File: config.mk
export PLATFORM = sky130hd
export DESIGN_NAME = tl_phase_arbiter
export DESIGN_NICKNAME = d
export VERILOG_FILES = /design/src/rtl/tl_pkg.sv /design/src/rtl/tl_rr_pick.sv /design/src/rtl/tl_phase_arbiter.sv
export SDC_FILE = /design/constraint.sdc
export NUM_CORES = 1
export LEC_CHECK = 0
export CAP_MARGIN = 40
export CORE_ASPECT_RATIO = 1.75
export CORE_MARGIN = 1.5
export CORE_UTILIZATION = 52
export CTS_CLUSTER_DIAMETER = 60
export DETAILED_ROUTE_END_ITERATION = 12
export PLACE_DENSITY = 0.78
export SETUP_SLACK_MARGIN = 0.1
export SLEW_MARGIN = 20
export SYNTH_ARGS = -nofsm -noshare
export SYNTH_HDL_FRONTEND = slang
export SYNTH_HIERARCHICAL = 1
export SYNTH_SLANG_ARGS = --single-unit
File: constraint.sdc
create_clock -name clk -period 2.74 [get_ports clk]
set_input_delay 0.411 -clock clk [delete_from_list [all_inputs] [get_ports clk]]
set_output_delay 0.411 -clock clk [all_outputs]
set_load 0.05 [all_outputs]
File: src/rtl/tl_pkg.sv
// Shared types and constants for the tl_phase_arbiter intersection controller.
package tl_pkg;

  localparam int N_APPR = 4;

  typedef enum logic [1:0] {
    ST_ALLRED = 2'd0,
    ST_GREEN  = 2'd1,
    ST_AMBER  = 2'd2
  } tl_state_e;

  localparam logic [N_APPR-1:0] LAMP_ALL = 4'b1111;
  localparam logic [N_APPR-1:0] LAMP_OFF = 4'b0000;

  function automatic logic [N_APPR-1:0] lamp_onehot(input logic [1:0] idx);
    return 4'b0001 << idx;
  endfunction

endpackage

File: src/rtl/tl_rr_pick.sv
// Round-robin approach picker: first requesting approach after `phase`,
// wrapping so that `phase` itself is the lowest priority.
module tl_rr_pick
  import tl_pkg::*;
(
  input  logic [N_APPR-1:0] req,
  input  logic [1:0]        phase,
  output logic [1:0]        pick,
  output logic              pick_valid
);

  logic [1:0] cand [N_APPR];

  generate
    for (genvar gi = 0; gi < N_APPR; gi++) begin : g_cand
      assign cand[gi] = phase + 2'(gi + 1);
    end
  endgenerate

  // Walk from lowest to highest priority so the last hit wins.
  always_comb begin
    pick = phase;
    for (int k = N_APPR - 1; k >= 0; k--) begin
      if (req[cand[k]]) begin
        pick = cand[k];
      end
    end
  end

  assign pick_valid = |req;

endmodule

File: src/rtl/tl_phase_arbiter.sv
// Four-approach traffic phase controller: round-robin green, amber, all-red.
// Define TL_PREEMPT_EN to add the preempt / preempt_dir override inputs.
module tl_phase_arbiter
  import tl_pkg::*;
#(
  parameter int MIN_GREEN = 10,
  parameter int MAX_GREEN = 40,
  parameter int AMBER_T   = 3,
  parameter int ALLRED_T  = 2,
  parameter int CNT_W     = 6
) (
  input  logic              clk,
  input  logic              reset,
  input  logic [N_APPR-1:0] req,
`ifdef TL_PREEMPT_EN
  input  logic              preempt,
  input  logic [1:0]        preempt_dir,
`endif
  output logic [N_APPR-1:0] red,
  output logic [N_APPR-1:0] amber,
  output logic [N_APPR-1:0] green,
  output logic [1:0]        phase,
  output logic              new_green
);

  localparam logic [CNT_W-1:0] MIN_LAST    = CNT_W'(MIN_GREEN - 1);
  localparam logic [CNT_W-1:0] MAX_LAST    = CNT_W'(MAX_GREEN - 1);
  localparam logic [CNT_W-1:0] AMBER_LAST  = CNT_W'(AMBER_T - 1);
  localparam logic [CNT_W-1:0] ALLRED_LAST = CNT_W'(ALLRED_T - 1);

  tl_state_e         state_q, state_d;
  logic [CNT_W-1:0]  timer_q, timer_d;
  logic [1:0]        phase_q, phase_d;
  logic [N_APPR-1:0] red_q, red_d;
  logic [N_APPR-1:0] amber_q, amber_d;
  logic [N_APPR-1:0] green_q, green_d;
  logic              new_green_q, new_green_d;

  logic [1:0]        pick;
  logic              pick_valid;
  logic [N_APPR-1:0] others;
  logic              pre_active;
  logic [1:0]        pre_dir;

`ifdef TL_PREEMPT_EN
  assign pre_active = preempt;
  assign pre_dir    = preempt_dir;
`else
  assign pre_active = 1'b0;
  assign pre_dir    = 2'd0;
`endif

  tl_rr_pick u_pick (
    .req        (req),
    .phase      (phase_q),
    .pick       (pick),
    .pick_valid (pick_valid)
  );

  assign others = req & ~lamp_onehot(phase_q);

  always_comb begin
    state_d = state_q;
    phase_d = phase_q;
    timer_d = (timer_q < MAX_LAST) ? timer_q + CNT_W'(1) : timer_q;

    case (state_q)
      ST_ALLRED: begin
        if (timer_q >= ALLRED_LAST) begin
          if (pre_active) begin
            state_d = ST_GREEN;
            phase_d = pre_dir;
          end else if (pick_valid) begin
            state_d = ST_GREEN;
            phase_d = pick;
          end
        end
      end
      ST_GREEN: begin
        // A preempting direction owns the decision; min green is bypassed.
        if (pre_active) begin
          if (pre_dir != phase_q) begin
            state_d = ST_AMBER;
          end
        end else if (timer_q >= MIN_LAST && others != LAMP_OFF &&
                     (!req[phase_q] || timer_q >= MAX_LAST)) begin
          state_d = ST_AMBER;
        end
      end
      ST_AMBER: begin
        if (timer_q >= AMBER_LAST) begin
          state_d = ST_ALLRED;
        end
      end
      default: state_d = ST_ALLRED;
    endcase

    if (state_d != state_q) begin
      timer_d = '0;
    end

    green_d     = (state_d == ST_GREEN) ? lamp_onehot(phase_d) : LAMP_OFF;
    amber_d     = (state_d == ST_AMBER) ? lamp_onehot(phase_d) : LAMP_OFF;
    red_d       = ~(green_d | amber_d);
    new_green_d = (state_d == ST_GREEN) && (state_q != ST_GREEN);
  end

  always_ff @(posedge clk or negedge reset) begin
    if (!reset) begin
      state_q     <= ST_ALLRED;
      timer_q     <= '0;
      phase_q     <= 2'd3;
      red_q       <= LAMP_ALL;
      amber_q     <= LAMP_OFF;
      green_q     <= LAMP_OFF;
      new_green_q <= 1'b0;
    end else begin
      state_q     <= state_d;
      timer_q     <= timer_d;
      phase_q     <= phase_d;
      red_q       <= red_d;
      amber_q     <= amber_d;
      green_q     <= green_d;
      new_green_q <= new_green_d;
    end
  end

  assign red       = red_q;
  assign amber     = amber_q;
  assign green     = green_q;
  assign phase     = phase_q;
  assign new_green = new_green_q;

endmodule

==> results.md <==
* Tot GR Track Use at 22.0%
* Area growth syn-to-layout at 21.8%
* Post-synth top flop: dfrtp_1
* Latest clock arrival within the worst-skew pair at 260 ps
* Fillcell total at 185
* Largest net degree at the start of global routing at 24
* Max_cap viols at 0
* Clk sink count at 23
* Wire per inst at 16.2 um
* Cell Chain, Critical Path: or4_4 -> o211ai_2 -> mux2_2 -> nand2b_1
* Initial antenna violation count at 0
* Final RePlAce weighted congestion at 0.769
* Final Setup Violations at 0
* Commonest non-fill, non-tap cell in the layout: clkdlybuf4s50_1
* Fmax at 440 MHz
* Vias/cell at 5.84
* Post-Syn Area at 1310 um^2
* Least-Margin Pin Slew at 623 ps
* Register area at 583 um^2
* Post-route setup TNS at 0 ps
* Vias in the first global route at 1001
* Avg Cell Area, Syn at 11.0 um^2
* Die area at 2830 um^2
* Commonest cells after routing, fill and taps aside: clkdlybuf4s50_1, dfrtp_1, a21oi_1
* Final hold violation count at 0
* Critical path type: flop to flop
* LEAKAGE at 0.000706 uW
* Warnings, synthesis at 6
* Post-synthesis cell count at 119
* PwrDens at 1230 nW/um^2
* Initial Utilization at 56.0%
* Vias at 993
* Max-slew violations at 0
* Final period util at 83.0%
* Post-CTS setup repair buffer count at 0
* Synth Area in Adders at 3.84%
* Reg2reg end: red[3]$_DFF_PN1_
* Seq/Total Area, Yosys at 44.7%
* #FFs+latches synth at 23
* Asr flop ratio synth at 100%
* Main combinational cell family by area after synthesis: simple AND/OR/NAND/NOR gates
* CTS HTree Levels at 1
* Worst-path cell with the longest stage delay: or4_4
* Final worst path period need at 2270 ps
* Row count at 23
* Die Y at 69.3 um
* Worst hold path class: primary input to asynchronous set/reset pin
* Diodes inserted at 0
* Clock slew at reported path FFs at 80 ps
* EDFF count, synth at 0
* Final instance area at 1590 um^2
* ANT nets after route at 0
* Total Power at 1960 uW
* Grt ovf at 0
* Port bufs at 20
* Worst VDD drop at 0.000802 V
* Placed cells at 166
* Crit path largest cell delay at 610 ps
* Detailed Routing Iterations Pass 1 at 4
* Post-Synth Simple-Gate Area at 21.4%
* Mux cell area share after synthesis at 9.01%
* Netlist cell types at 41
* Dpl hpwl at 2080 um
* R2R setup slack at 470 ps
* Worst Setup Start Kind: flop
* Synthesized Nets at 129
* Layout cell share with drive strength beyond 1 at 20.0%
* Die X-Extent at 40.9 um
* Worst Skew at 3.73 ps
* I/O Pins at 21
* Nets@finish at 156
* Final WL at 2760 um
* CP arrival at 2460 ps
* CTS Hold Bufs at 0
* Cts bufs inserted at 3
* CTS tree: yes
* CTS resizes at 0
* Reg2reg path depth at 4
* Crit path required time at 2930 ps
* Remaining DRCs at 0
* Initial DRC Count at 17
* XOR/XNOR Fraction of Synth Area at 2.01%
* Post-Layout Cell Count at 170
* Synth Area in Compound Gates at 15.6%
* Cell Area, Placed at 1540 um^2
* Unrepaired setup endpoints after global routing: no
* Global-route wire length before repair at 4430 um
* CTS max path bufs at 2
* Multi-input logic area at 677 um^2
* Max_slew headroom at 58.4%
* Status: finished clean
* Worst reg2reg startpoint: timer_q[5]$_DFFE_PN0P_
* CTS root buf: clkbuf_8
* CORE AREA at 2330 um^2
* Setup crit end kind: flop
* CP Max Fanout at 13
==> kinds of logic (layout without fill, tap and decap cells) <==
logic type / after synthesis / in the layout
compound gates: 27 / 27
xor+xnor: 3 / 3
fa+ha+maj: 4 / 4
buf+inv: 8 / 34
flops: 23 / 23
mux: 10 / 10
simple gates: 44 / 44
==> critical path, delay by kind of cell (launching register included) <==
family,cells,cell delay (ps)
flops,1,490
simple gates,2,750
mux,1,430
compound gates,1,530
==> layout make-up <==
| class | instances | area share [%] |
|---|---|---|
| multi-input cells | 88 | 42.6 |
| flip-flops and latches | 23 | 36.7 |
| repair buffers | 24 | 14.5 |
| clock buffers | 4 | 2.83 |
| well taps | 25 | 1.97 |
| inverters | 6 | 1.42 |
==> Yosys cell counts (2+ instances only) <==
cell type | n | area (um^2)
a21oi_1 | 11 | 55.1
a31oi_1 | 2 | 12.5
buf_6 | 2 | 22.5
dfrtp_1 | 17 | 425
dfstp_2 | 6 | 158
ha_1 | 4 | 50.1
inv_1 | 6 | 22.5
mux2_2 | 4 | 45.0
mux2i_1 | 5 | 50.1
nand2_1 | 7 | 26.3
nand2b_1 | 6 | 37.5
nor2_1 | 5 | 18.8
nor2b_1 | 5 | 31.3
nor3_1 | 7 | 35.0
o221ai_1 | 2 | 17.5
o22ai_1 | 2 | 12.5
or3b_2 | 2 | 17.5
or4_4 | 2 | 22.5
xnor2_1 | 2 | 17.5
==> power by group <==
part	switching, uW	total, uW	internal (uW)
combinational	668	1140	470
clock	103	206	104
sequential	135	617	482
total	906	1960	1060
==> state kept, by name, summed over array words and instances (netlist names) <==
register   flops
red            4
new_green      1
state_q        2
timer_q        6
phase          2
green          4
amber          4
==> worst max path at each step <==
stage | from | slack [ps] | endpoint | cells after the start
after floorplan | phase[0]$_DFF_PN1_ | 460 | amber[0]$_DFF_PN0_ | 5
after global placement | req[3] | 320 | green[3]$_DFF_PN0_ | 5
after detailed placement | req[3] | 300 | red[3]$_DFF_PN1_ | 5
after CTS | timer_q[5]$_DFFE_PN0P_ | 470 | green[3]$_DFF_PN0_ | 4
after global routing | timer_q[5]$_DFFE_PN0P_ | 340 | green[0]$_DFF_PN0_ | 4
final | timer_q[5]$_DFFE_PN0P_ | 470 | red[3]$_DFF_PN1_ | 4
==> layer usage <==
metal	wire [um]	share of wire [%]	up-vias	GRT usage (%)
li1	-	-	485	-
met1	1140	41	494	25.9
met2	1540	56	10	38.5
met3	44	1.6	4	1.92
met4	29	1.1	0	6.67
met5	0	0	-	0
==> stage by stage <==
stage / util (%) / hold WS, ps / setup slack [ps]
floorplan: - / 115 / 461
global placement: 66.2 / 622 / 325
detailed placement: 66.2 / 629 / 303
CTS: 68.2 / 502 / 467
global route: 68.2 / 548 / 337
finish: 68.2 / 497 / 467
(Power assumes the default switching activity.)
